### config.mk
export PLATFORM = sky130hd
export DESIGN_NAME = key_matrix_scanner_flat
export DESIGN_NICKNAME = d
export VERILOG_FILES = /design/src/rtl/key_matrix_scanner_if.sv /design/src/rtl/key_matrix_scanner.sv /design/src/flat_wrapper.sv
export SDC_FILE = /design/constraint.sdc
export NUM_CORES = 1
export LEC_CHECK = 0
export CAP_MARGIN = 40
export CORE_UTILIZATION = 54
export CTS_CLUSTER_DIAMETER = 200
export DETAILED_ROUTE_END_ITERATION = 6
export PLACE_DENSITY = 0.73
export SYNTH_ARGS = -nofsm -noshare
export SYNTH_HDL_FRONTEND = slang
export SYNTH_SLANG_ARGS = --single-unit
export TNS_END_PERCENT = 100
### constraint.sdc
create_clock -name clk -period 3.1 [get_ports clk]
set_input_delay 0.62 -clock clk [delete_from_list [all_inputs] [get_ports clk]]
set_output_delay 0.62 -clock clk [all_outputs]
set_load 0.05 [all_outputs]
### src/rtl/key_matrix_scanner_if.sv
// Key event handshake bundle between the matrix scanner and its consumer.
//   event_valid   : an event is presented (producer -> consumer)
//   event_ready   : consumer accepts when valid & ready on posedge
//   event_key     : key index 0..35 (row*6 + col)
//   event_pressed : 1 = press, 0 = release
interface key_matrix_scanner_if;
   logic       event_valid;
   logic       event_ready;
   logic [5:0] event_key;
   logic       event_pressed;

   modport master (
      output event_valid,
      output event_key,
      output event_pressed,
      input  event_ready
   );

   modport slave (
      input  event_valid,
      input  event_key,
      input  event_pressed,
      output event_ready
   );
endinterface

### src/rtl/key_matrix_scanner.sv
// 6x6 passive key matrix scanner with per-key debounce and press/release events.
//   clk        : system clock
//   rst        : synchronous reset, active-low
//   row_drive  : active-low one-hot row strobe (bit r low = row r driven)
//   col_sense  : active-low column sense lines for the driven row
//   key_state  : debounced key image, 1 = pressed, bit = row*6 + col
//   evt        : event handshake (valid/ready, key index, press/release)
module key_matrix_scanner #(
   parameter int unsigned CLK_FREQ       = 12000000,
   parameter int unsigned SCAN_RATE_HZ   = 3600,
   parameter int unsigned DEBOUNCE_SCANS = 4
) (
   input  logic                 clk,
   input  logic                 rst,
   output logic [5:0]           row_drive,
   input  logic [5:0]           col_sense,
   output logic [35:0]          key_state,
   key_matrix_scanner_if.master evt
);

   localparam int unsigned NROW     = 6;
   localparam int unsigned NCOL     = 6;
   localparam int unsigned NKEY     = NROW * NCOL;
   localparam int unsigned TICK_DIV = CLK_FREQ / SCAN_RATE_HZ;
   localparam int unsigned TICK     = (TICK_DIV < 1) ? 1 : TICK_DIV;
   localparam int unsigned PW       = (TICK > 1) ? $clog2(TICK) : 1;
   localparam int unsigned CW       = 3;
   localparam int unsigned RW       = 3;
   localparam int unsigned KW       = 6;
   localparam logic [CW-1:0] DEB_LAST = CW'(DEBOUNCE_SCANS - 1);

   typedef enum logic {
      EV_IDLE,
      EV_PRESENT
   } ev_state_t;

   logic [PW-1:0]   presc;
   logic            tick_c;
   logic [RW-1:0]   row;
   logic [RW-1:0]   row_next_c;
   logic [5:0]      sample_c;
   logic [CW-1:0]   cnt [NKEY];
   logic [NKEY-1:0] reported;
   logic [NKEY-1:0] pend_c;
   logic            pend_any_c;
   logic [KW-1:0]   pend_idx_c;
   ev_state_t       ev_state;

   // Row-step prescaler: one-cycle tick every TICK clocks.
   assign tick_c = (presc == PW'(TICK - 1));

   always_ff @(posedge clk) begin
      if (!rst) begin
         presc <= '0;
      end else if (tick_c) begin
         presc <= '0;
      end else begin
         presc <= presc + PW'(1);
      end
   end

   // Row sequencer 0..5; row_drive is registered alongside the counter.
   assign row_next_c = (row == RW'(NROW - 1)) ? '0 : row + RW'(1);

   always_ff @(posedge clk) begin
      if (!rst) begin
         row       <= '0;
         row_drive <= 6'b111110;
      end else if (tick_c) begin
         row       <= row_next_c;
         row_drive <= ~(6'b000001 << row_next_c);
      end
   end

   // Closed key pulls its column low, so invert to get 1 = pressed.
   assign sample_c = ~col_sense;

   // Per-key debounce, evaluated only for keys of the row being sampled.
   // The row has been driven for a full tick period when its tick arrives.
   always_ff @(posedge clk) begin
      if (!rst) begin
         key_state <= '0;
         for (int k = 0; k < NKEY; k++) begin
            cnt[k] <= '0;
         end
      end else if (tick_c) begin
         for (int r = 0; r < NROW; r++) begin
            if (row == RW'(r)) begin
               for (int c = 0; c < NCOL; c++) begin
                  if (sample_c[c] == key_state[r*NCOL + c]) begin
                     cnt[r*NCOL + c] <= '0;
                  end else if (cnt[r*NCOL + c] == DEB_LAST) begin
                     key_state[r*NCOL + c] <= ~key_state[r*NCOL + c];
                     cnt[r*NCOL + c]       <= '0;
                  end else begin
                     cnt[r*NCOL + c] <= cnt[r*NCOL + c] + CW'(1);
                  end
               end
            end
         end
      end
   end

   // Keys whose debounced state differs from what the consumer last saw;
   // lowest index wins so simultaneous changes come out in ascending order.
   always_comb begin
      pend_c     = key_state ^ reported;
      pend_any_c = |pend_c;
      pend_idx_c = '0;
      for (int k = NKEY - 1; k >= 0; k--) begin
         if (pend_c[k]) begin
            pend_idx_c = KW'(k);
         end
      end
   end

   // Event slot. A loaded event is frozen until accepted; the reported image
   // only moves on acceptance, so a flip-and-revert that never reaches the
   // slot leaves no trace, while one that was loaded is followed by its undo.
   always_ff @(posedge clk) begin
      if (!rst) begin
         ev_state          <= EV_IDLE;
         evt.event_valid   <= 1'b0;
         evt.event_key     <= '0;
         evt.event_pressed <= 1'b0;
         reported          <= '0;
      end else begin
         case (ev_state)
            EV_IDLE: begin
               if (pend_any_c) begin
                  evt.event_key     <= pend_idx_c;
                  evt.event_pressed <= key_state[pend_idx_c];
                  evt.event_valid   <= 1'b1;
                  ev_state          <= EV_PRESENT;
               end
            end
            EV_PRESENT: begin
               if (evt.event_ready) begin
                  reported[evt.event_key] <= evt.event_pressed;
                  evt.event_valid         <= 1'b0;
                  ev_state                <= EV_IDLE;
               end
            end
            default: begin
               ev_state        <= EV_IDLE;
               evt.event_valid <= 1'b0;
            end
         endcase
      end
   end

endmodule

### src/flat_wrapper.sv
// flat-port wrapper written by rule: the top's interface ports become plain ports
module key_matrix_scanner_flat 
#(
   parameter int unsigned CLK_FREQ       = 12000000,
   parameter int unsigned SCAN_RATE_HZ   = 3600,
   parameter int unsigned DEBOUNCE_SCANS = 4
)
  (clk, rst, row_drive, col_sense, key_state, evt_event_valid, evt_event_key, evt_event_pressed, evt_event_ready);
  key_matrix_scanner_if evt_i ();
  input  logic clk;
  input  logic rst;
  output logic [5:0] row_drive;
  input  logic [5:0] col_sense;
  output logic [35:0] key_state;
  output wire logic [$bits(evt_i.event_valid)-1:0] evt_event_valid;
  output wire logic [$bits(evt_i.event_key)-1:0] evt_event_key;
  output wire logic [$bits(evt_i.event_pressed)-1:0] evt_event_pressed;
  input wire logic [$bits(evt_i.event_ready)-1:0] evt_event_ready;
  assign evt_event_valid = evt_i.event_valid;
  assign evt_event_key = evt_i.event_key;
  assign evt_event_pressed = evt_i.event_pressed;
  assign evt_i.event_ready = evt_event_ready;
  key_matrix_scanner #(.CLK_FREQ(CLK_FREQ), .SCAN_RATE_HZ(SCAN_RATE_HZ), .DEBOUNCE_SCANS(DEBOUNCE_SCANS)) u_core (.clk(clk), .rst(rst), .row_drive(row_drive), .col_sense(col_sense), .key_state(key_state), .evt(evt_i));
endmodule
==> out/qor.csv <==
metric;value;unit
required;3.50;ns
numCtsBuffers;23;
drc;0;
avgSynthCellArea;9.80;um^2
cts_buffer_depth;3;
setup_tns;0;ns
cp_slowest_cell;a21oi_4;
synth_seq_area_share;0.479;
die_x;145;um
die_y;145;um
overflow;0;
synth-edff-count;108;
fp.coreArea;19700;um^2
drv_cap;0;
tightest_slew;0.958;ns
crit_cells;8;
vdd_drop_max;0.460;mV
clock_latency;0.51;ns
crit_arrival;3.29;ns
dp_slack;0.262;ns
first_iter_violations;520;
fin_crit;2.89;ns
synth_top_area_cell;edfxtp_1;
ctsHtreeMaxLevel;1;
ys.flop_type;edfxtp_1;
wl_met1;11500;um
timing_worst_setup_path_type;reg -> reg;
place_congestion;1.00;
endpoint_kind;flip-flop;
fmax;346;MHz
route.met3.wl;1650;um
synth_top_area_frac;0.294;
setup_ws;0.213;ns
initial_core_util;0.559;
finalHoldViolCount;0;
finalCritPeriodShare;0.931;
synth_area_leaders;edfxtp_1 (29%), dfxtp_1 (19%), ha_1 (8.5%);
setup_viol;0;
root_buffer;clkbuf_16;
syn_inst;1125;
grt_pass1_wl;42100;um
rr_worst_depth;8;
syn_to_final_growth;16.4;%
grt_start_max_net_pins;26;
path_buf_inv;0;
fp.dieArea;21000;um^2
rsz0062_at_grt;no;
ys_ff_latch;210;
whs_path_depth;1;
drv_slew;0;
grt.total_usage;0.265;
first_pass_iters;6;
cts_tree;yes;
cts_post_setup_buffers_inserted;0;
finalNetCount;1287;
wl_per_cell;18.1;um
drive_gt1_frac;0.0845;
syn_area;11000;um^2
hp-class;reg -> reg;
wl_met2;12900;um
grt_pass1_vias;7997;
crit_family;compound AO/OA/AOI/OAI gates;
outcome;completed;
antenna_found_initial;0;
ys_warn_count;0;
syn_nets;1209;
cp_max_fo;18;
diodes;0;
drt_wl_total;26900;um
holdBufCountCts;0;
synthDistinctLibCells;61;
vias;8452;
placementRows;51;
p_leak;5.28;nW
slowest_delay;0.49;ns
ant_nets;0;
vias_per_cell;5.70;
clock_sinks;210;
path_clk_slew;0.06;ns
cp-start-kind;flip-flop;
io-pin-count;59;
ctsResizeCount;0;
crit_chain;xnor2_1 > o2111ai_1 > a311o_1 > a21oi_4 > a21oi_2 > or4_1 > nor4bb_1 > a311o_1;
port_buffers;58;
final_core_utilization;0.651;
top_layer;met4;
async_reset_ff_frac;0;
power_density;457;nW/um^2
hpwl;19600;um
clock_skew;0.0189;ns
slew_headroom;0.359;
crit_top_cell;a311o_1;
[cell usage in the layout (no fill, tap or decap), types with 54 or more instances in the layout]
cell             Yosys  routed
dfxtp_1            102     102
a21oi_1             75      75
nor2_1             156     156
nand2_1             59      59
buf_4                1      57
xor2_1              64      64
or3_1               54      54
ha_1                75      75
clkdlybuf4s50_1      0      57
edfxtp_1           108     108
inv_1               82      81
[per-layer routing]
| layer | track usage | vias to the layer above |
|---|---|---|
| li1 | - | 4124 |
| met1 | 0.334 | 4023 |
| met2 | 0.453 | 247 |
| met3 | 0.0424 | 58 |
| met4 | 0.103 | 0 |
| met5 | 0 | - |
[cells by family (layout without fill, tap and decap cells)]
kind of cell | Yosys count | in the layout | synth area share
and+or+nand+nor | 391 | 391 | 0.177
xor gates and xnor gates | 93 | 93 | 0.0746
buffers and inverters | 144 | 238 | 0.0504
adders and majority gates | 75 | 75 | 0.0851
muxes | 19 | 19 | 0.0175
DFF | 210 | 210 | 0.479
AOI/OAI and AO/OA | 193 | 193 | 0.116
[Yosys cell counts, drive strengths merged, types with 5 or more instances]
master,number
and3,6
a21oi,77
nor3b,6
a211oi,5
inv,82
nand3,16
xor2,64
ha,75
or3,54
nand2,59
and2,6
buf,19
xnor2,29
nor3,11
mux2i,17
a311oi,37
clkbuf,43
nand2b,37
edfxtp,108
o21ai,34
nand4,16
o211ai,7
dfxtp,102
a21boi,6
nor2,156
[state kept, by name (all words and copies together), names as in the netlist]
signal	cells
u_core.evt.event_valid	1
u_core.cnt	108
u_core.row	3
u_core.row_drive	6
u_core.evt.event_pressed	1
u_core.ev_state	1
u_core.evt.event_key	6
u_core.presc	12
u_core.reported	36
u_core.key_state	36
[path summary, 6_finish.rpt]
kind	from	endpoint	slack, ns
worst max-delay path	u_core.key_state[15]$_SDFFE_PN0P_	u_core.evt.event_pressed$_SDFFE_PN0P_	0.21
worst min-delay path	u_core.presc[0]$_SDFF_PP0_	u_core.presc[0]$_SDFF_PP0_	0.46
worst max register to register	u_core.key_state[15]$_SDFFE_PN0P_	u_core.evt.event_pressed$_SDFFE_PN0P_	0.21
worst min register to register	u_core.presc[0]$_SDFF_PP0_	u_core.presc[0]$_SDFF_PP0_	0.46
[metrics by stage]
stage / power (W) / hold WS, ns / cells / instance area [um^2]
after floorplan: 0.00324 / 0.430 / 1125 / 11000
after global placement: 0.00332 / 0.442 / 1443 / 12100
after detailed placement: 0.00333 / 0.464 / 1443 / 12100
after CTS: 0.00592 / 0.474 / 1484 / 12800
after global routing: 0.00607 / 0.511 / 1484 / 12800
final: 0.00587 / 0.463 / 1484 / 12800
[report_power, final]
group          leakage, nW  internal [W]  switching [W]
logic                 3.09     0.0000909       0.000165
clock network        0.345       0.00153        0.00106
registers             1.85       0.00299      0.0000310
[area by class of cell]
class | instances | area (um^2)
Fill cell | 1603 | 6880
Sequential cell | 210 | 5290
Multi-Input combinational cell | 771 | 5200
Timing Repair Buffer | 115 | 1000
Clock buffer | 35 | 651
Tap cell | 265 | 332
Inverter | 82 | 308
Clock inverter | 6 | 60.1
Power figures use the tool's default switching activity.
